### src/rtl/bcd_mod_counter_pkg.sv
// Shared constants and helpers for the BCD modulus counter.
// Decade width and integer-to-BCD conversion, reused by every counter instance.
package bcd_mod_counter_pkg;

  localparam int DIGIT_W    = 4;
  localparam int MAX_DIGITS = 4;
  localparam int BCD_MAX_W  = DIGIT_W * MAX_DIGITS;

  localparam logic [BCD_MAX_W-1:0] ZERO_BCD = '0;

  // Packs value into MAX_DIGITS decades, least significant decade in bits [3:0].
  function automatic logic [BCD_MAX_W-1:0] to_bcd(input int value);
    logic [BCD_MAX_W-1:0] r;
    int v;
    r = '0;
    v = value;
    for (int i = 0; i < MAX_DIGITS; i++) begin
      r[DIGIT_W*i +: DIGIT_W] = DIGIT_W'(v % 10);
      v = v / 10;
    end
    return r;
  endfunction

endpackage

### src/rtl/bcd_mod_counter_digit.sv
// One BCD decade: load, forced wrap value, or single-step up/down with carry/borrow out.
// The parent decides when the whole counter wraps at its modulus.
module bcd_digit
  import bcd_mod_counter_pkg::*;
(
  input  logic               clk,
  input  logic               clrn,
  input  logic               ld,
  input  logic [DIGIT_W-1:0] d,
  input  logic               step,
  input  logic               up,
  input  logic               wrap,
  input  logic [DIGIT_W-1:0] wrap_val,
  output logic [DIGIT_W-1:0] q,
  output logic               ci,
  output logic               bi
);

  assign ci = step & up & (q == 4'd9);
  assign bi = step & ~up & (q == 4'd0);

  // Modulus wrap overrides the natural decimal step so every decade lands together.
  always_ff @(posedge clk) begin
    if (!clrn) begin
      q <= '0;
    end else if (ld) begin
      q <= d;
    end else if (wrap) begin
      q <= wrap_val;
    end else if (step) begin
      if (up) q <= (q == 4'd9) ? 4'd0 : q + 4'd1;
      else    q <= (q == 4'd0) ? 4'd9 : q - 4'd1;
    end
  end

endmodule

### src/rtl/bcd_mod_counter.sv
// Multi-decade BCD up/down counter with programmable modulus, validated parallel load
// and en-gated carry/borrow for chaining into the next stage.
module bcd_mod_counter
  import bcd_mod_counter_pkg::*;
#(
  parameter int DIGITS  = 2,
  parameter int MODULUS = 60
) (
  input  logic                  clk,
  input  logic                  clrn,
  input  logic                  load,
  input  logic [4*DIGITS-1:0]   D,
  input  logic                  en,
  input  logic                  up,
  output logic [4*DIGITS-1:0]   Q,
  output logic                  Co,
  output logic                  Bo,
  output logic                  err
);

  localparam int W = DIGIT_W * DIGITS;
  localparam logic [BCD_MAX_W-1:0] MAX_FULL = to_bcd(MODULUS - 1);
  localparam logic [W-1:0] MAX_BCD  = MAX_FULL[W-1:0];
  localparam logic [W-1:0] ZERO_W   = ZERO_BCD[W-1:0];

  logic              digits_ok;
  logic              load_ok;
  logic              count;
  logic              at_max;
  logic              at_zero;
  logic              wrap;
  logic [DIGITS-1:0] step;
  logic [DIGITS-1:0] ci;
  logic [DIGITS-1:0] bi;
  logic              unused_top_chain;

  always_comb begin
    digits_ok = 1'b1;
    for (int i = 0; i < DIGITS; i++) begin
      if (D[DIGIT_W*i +: DIGIT_W] > 4'd9) digits_ok = 1'b0;
    end
  end

  // With every decade valid, raw vector ordering matches decimal ordering.
  assign load_ok = digits_ok & (D <= MAX_BCD);

  assign count   = en & ~load;
  assign at_max  = (Q == MAX_BCD);
  assign at_zero = (Q == ZERO_W);
  assign wrap    = count & (up ? at_max : at_zero);

  assign Co = en & up & at_max;
  assign Bo = en & ~up & at_zero;

  for (genvar i = 0; i < DIGITS; i++) begin : g_digit
    if (i == 0) begin : g_lsd
      assign step[i] = count;
    end else begin : g_upper
      assign step[i] = ci[i-1] | bi[i-1];
    end

    bcd_digit u_digit (
      .clk      (clk),
      .clrn     (clrn),
      .ld       (load & load_ok),
      .d        (D[DIGIT_W*i +: DIGIT_W]),
      .step     (step[i]),
      .up       (up),
      .wrap     (wrap),
      .wrap_val (up ? 4'd0 : MAX_BCD[DIGIT_W*i +: DIGIT_W]),
      .q        (Q[DIGIT_W*i +: DIGIT_W]),
      .ci       (ci[i]),
      .bi       (bi[i])
    );
  end

  // The most significant decade never needs to propagate further: wrap catches it first.
  assign unused_top_chain = ci[DIGITS-1] | bi[DIGITS-1];

  always_ff @(posedge clk) begin
    if (!clrn) err <= 1'b0;
    else       err <= load & ~load_ok;
  end

endmodule

### config.mk
export PLATFORM = sky130hd
export DESIGN_NAME = bcd_mod_counter
export DESIGN_NICKNAME = d
export VERILOG_FILES = /design/src/rtl/bcd_mod_counter_pkg.sv /design/src/rtl/bcd_mod_counter_digit.sv /design/src/rtl/bcd_mod_counter.sv
export SDC_FILE = /design/constraint.sdc
export NUM_CORES = 1
export LEC_CHECK = 0
export BUFFER_PORTS_ARGS = -buffer_cell sky130_fd_sc_hd__buf_4
export CORE_MARGIN = 2
export CORE_UTILIZATION = 30
export CTS_CLUSTER_SIZE = 40
export DETAILED_ROUTE_END_ITERATION = 12
export MAX_ROUTING_LAYER = met4
export PLACE_DENSITY_LB_ADDON = 0.12
export SYNTH_ARGS = -nofsm -noshare
export SYNTH_HDL_FRONTEND = slang
export SYNTH_SLANG_ARGS = --single-unit
### constraint.sdc
create_clock -name clk -period 1.8 [get_ports clk]
set_input_delay 0 -clock clk [delete_from_list [all_inputs] [get_ports clk]]
set_output_delay 0 -clock clk [all_outputs]
set_load 0.005 [all_outputs]
==> impl_metrics.py <==
metrics = {
    "placed_design": {
        "dp_hpwl_um": 1890,
        "gp_congestion": 0.756,
        "numPlacedInstances": 163,
        "port_buffers": 23,
    },
    "yosys": {
        "synthCells": 108,
        "synth_simple_gate_area_share_pct": 31.0,
        "synthArstFlopShare_pct": 0,
        "synth_fp_nets": 121,
        "syn_area_sq_um": 845,
        "ys_seq_area_share_pct": 21.3,
        "yosys-mux-area-fraction_pct": 0,
        "synth_warnings": 0,
        "synth_edf_count": 0,
        "synth_fa_ha_area_share_pct": 0,
        "synth_area_leaders": "dfxtp_1 21%, a21oi_1 4.7%, o211ai_1 4.4%",
        "syn_area_per_cell_sq_um": 7.82,
        "yosys.area.top_type_share_pct": 21.3,
        "synth-main-ff-cell": "dfxtp_1",
        "ys_ff_latch": 9,
        "ys_types": 47,
        "yosysTopAreaCell": "dfxtp_1",
        "synth_xor_area_share_pct": 4.15,
        "synth_top_family_by_area": "compound AO/OA/AOI/OAI gates",
        "synth-compound-area-share_pct": 35.9,
    },
    "critical_path": {
        "reg2reg_to": "g_digit[1].u_digit.q[1]$_SDFFE_PN0P_",
        "rrSetupSlack_ns": 0.12,
        "crit_top_cell": "buf_4",
        "worstSetupPathType": "flop to output pin",
        "path_cells": "or4_4 -> nor2_2 -> buf_4 -> and3_1 -> buf_4",
        "path_depth": 5,
        "timing.rr.start": "g_digit[0].u_digit.q[2]$_SDFFE_PN0P_",
        "start_kind": "flop",
        "cp.arrival_ns": 1.70,
        "cp_num_buf_inv": 2,
        "crit_start": "g_digit[0].u_digit.q[0]$_SDFFE_PN0P_",
        "cp-endpoint": "Bo",
        "crit_slowest_cell": "or4_4",
        "crit_required_ns": 1.80,
        "worst-r2r-cell-count": 6,
        "max_stage_delay_ns": 0.55,
        "cp-end-kind": "output pin",
        "cp_top_family": "simple AND/OR/NAND/NOR gates",
        "cp_max_fo": 4,
    },
    "route": {
        "route.detailed.drc": 0,
        "vias": 947,
        "antenna_left": 0,
        "drtIter0Drc": 17,
        "avgViaCountPerCell": 5.60,
        "totalWireLength_um": 2460,
        "wl_per_cell_um": 14.5,
        "drtPass1Iterations": 4,
    },
    "global_route": {
        "top_usage_layer": "met2",
        "grt_overflow": 0,
        "grtUsageTotal_pct": 15.8,
        "use_met1_pct": 19.9,
        "grt_max_degree": 20,
        "antenna_found_initial": 0,
        "grt_pass1_vias": 817,
        "use_met2_pct": 25.9,
        "grt_pass1_wl_um": 3880,
        "globalRouteMet3Util_pct": 4.76,
    },
    "finish": {
        "drive_above_1_share_pct": 35.5,
        "stdcell_count": 169,
        "nNetsFinal": 152,
        "diodes": 0,
        "synthToLayoutAreaGrowth_pct": 34.5,
    },
    "sta": {
        "fmax_mhz": 589,
        "min_period_ns": 1.70,
        "slew_violations": 0,
        "max_slew.worst_pin.slew_ns": 0.499,
        "finalSetupViolations": 0,
        "rsz0062_at_grt": "false",
        "tns_ns": 0,
        "worst_hold_slack_ns": 0.0118,
        "hold_violations": 0,
        "finalClockSkew_ns": 0.00869,
        "slew_headroom_pct": 66.7,
        "period_share_pct": 94.3,
    },
    "die": {
        "placementRows": 19,
        "fp.coreArea_sq_mm": 0.00271,
        "dieHeight_um": 57.1,
        "fp.dieW_um": 57.1,
        "die_area_sq_mm": 0.00326,
        "initial_core_util_pct": 31.2,
        "io_pins": 24,
    },
    "clock_tree": {
        "cts_htree_levels": 1,
        "clk_pin_slew_worst_paths_ns": 0.07,
        "cts-root-buf": "clkbuf_4",
        "cts_tree": "built",
        "cts_buffer_depth": 2,
        "cts_buffers": 3,
        "cts.sinks": 9,
        "clk_latency_ns": 0.27,
    },
    "power": {
        "power.density_mw_per_mm2": 573,
        "power_uw": 651,
        "peakVddDrop_uv": 577,
        "leakagePower_uw": 0.000460,
    },
    "outcome": {
        "status": "complete, no violations",
    },
    "hold_path": {
        "min_path_type": "input pin to flop",
        "holdPathStages": 3,
    },
    "job": {
        "drv_cap": 0,
    },
}
## layout make-up
| class | instances | area [sq um] |
|---|---|---|
| repair buffers | 36 | 273 |
| clock inverters | 1 | 5.00 |
| clock buffers | 3 | 22.5 |
| flip-flops and latches | 9 | 180 |
| fillers | 298 | 1570 |
| inverters | 3 | 11.3 |
| well taps | 31 | 38.8 |
| multi-input cells | 86 | 606 |
## kinds of logic after synthesis
| group | Yosys count |
|---|---|
| DFF | 9 |
| and+or+nand+nor | 40 |
| AOI/OAI and AO/OA | 42 |
| buffers and inverters | 13 |
| xor gates and xnor gates | 4 |
## what timing repair did
action,4_1_cts,5_1_grt
hold buffers,1,0
resized for setup,1,1
hold endpoints to repair,1,0
buffers inserted,0,1
pin swaps,0,1
endpoints found under the setup margin,1,1
## worst reg2reg max path, stage by stage (launching register included)
cell	delay [ns]
dfxtp_1	0.46
or4_4	0.19
nor2_2	0.04
buf_4	0.14
o221a_4	0.21
or3_1	0.39
a211oi_2	0.18
## report_power, final
part	total (uW)	switching, uW	internal (uW)
logic	251	119	132
clock network	164	81.9	82.3
registers	236	22.8	213
total	651	224	427
## cells in the mapped netlist (all sizes together), types with 2 or more instances
master and n:
o21ai 9, o221ai 3, buf 5, nand2b 2
o21a 4, clkbuf 5, dfxtp 9, inv 3
o211ai 5, and2 2, a21boi 2, nand2 2
or3 2, xnor2 3, nor3 5, nor4 2
nand3 6, a31oi 2, a21oi 8, nor2b 2
and3 3, nor2 6
## cells in the final DEF (no fill, tap or decap), types with 3 or more instances in the layout
master,instances
dfxtp_1,9
inv_1,3
nor2_1,5
buf_4,35
o211ai_1,5
a21oi_1,8
o221ai_1,3
xnor2_1,3
nand3_1,6
nor3_1,5
o21a_1,4
o21ai_0,6
clkbuf_4,3
## flip-flops by register name, indices dropped and copies added (netlist names)
register / count
g_digit.u_digit.q: 8
err: 1
## metal layers
layer	up-vias	part of all wire, %
met1	450	47
li1	477	-
met5	-	0
met2	18	49
met3	2	3.7
met4	0	0.49
## how the worst min path moves through the flow
stage          startpoint                              endpoint
6_report             clrn                        err$_SDFF_PN0_
5_1_grt              clrn  g_digit[1].u_digit.q[0]$_SDFFE_PN0P_
4_1_cts              clrn                        err$_SDFF_PN0_
3_5_place_dp         clrn  g_digit[1].u_digit.q[2]$_SDFFE_PN0P_
3_3_place_gp         clrn  g_digit[1].u_digit.q[0]$_SDFFE_PN0P_
2_1_floorplan          en                                    Co
## per-stage QoR
step	setup slack, ns	cell area, sq um	util, %
3_5_place_dp	0.129	1080	40.0
3_3_place_gp	0.151	1080	40.0
6_report	0.103	1140	41.9
2_1_floorplan	0.185	845	-
4_1_cts	0.0304	1120	41.5
5_1_grt	0.0127	1140	41.9
Power figures use the tool's default switching activity.
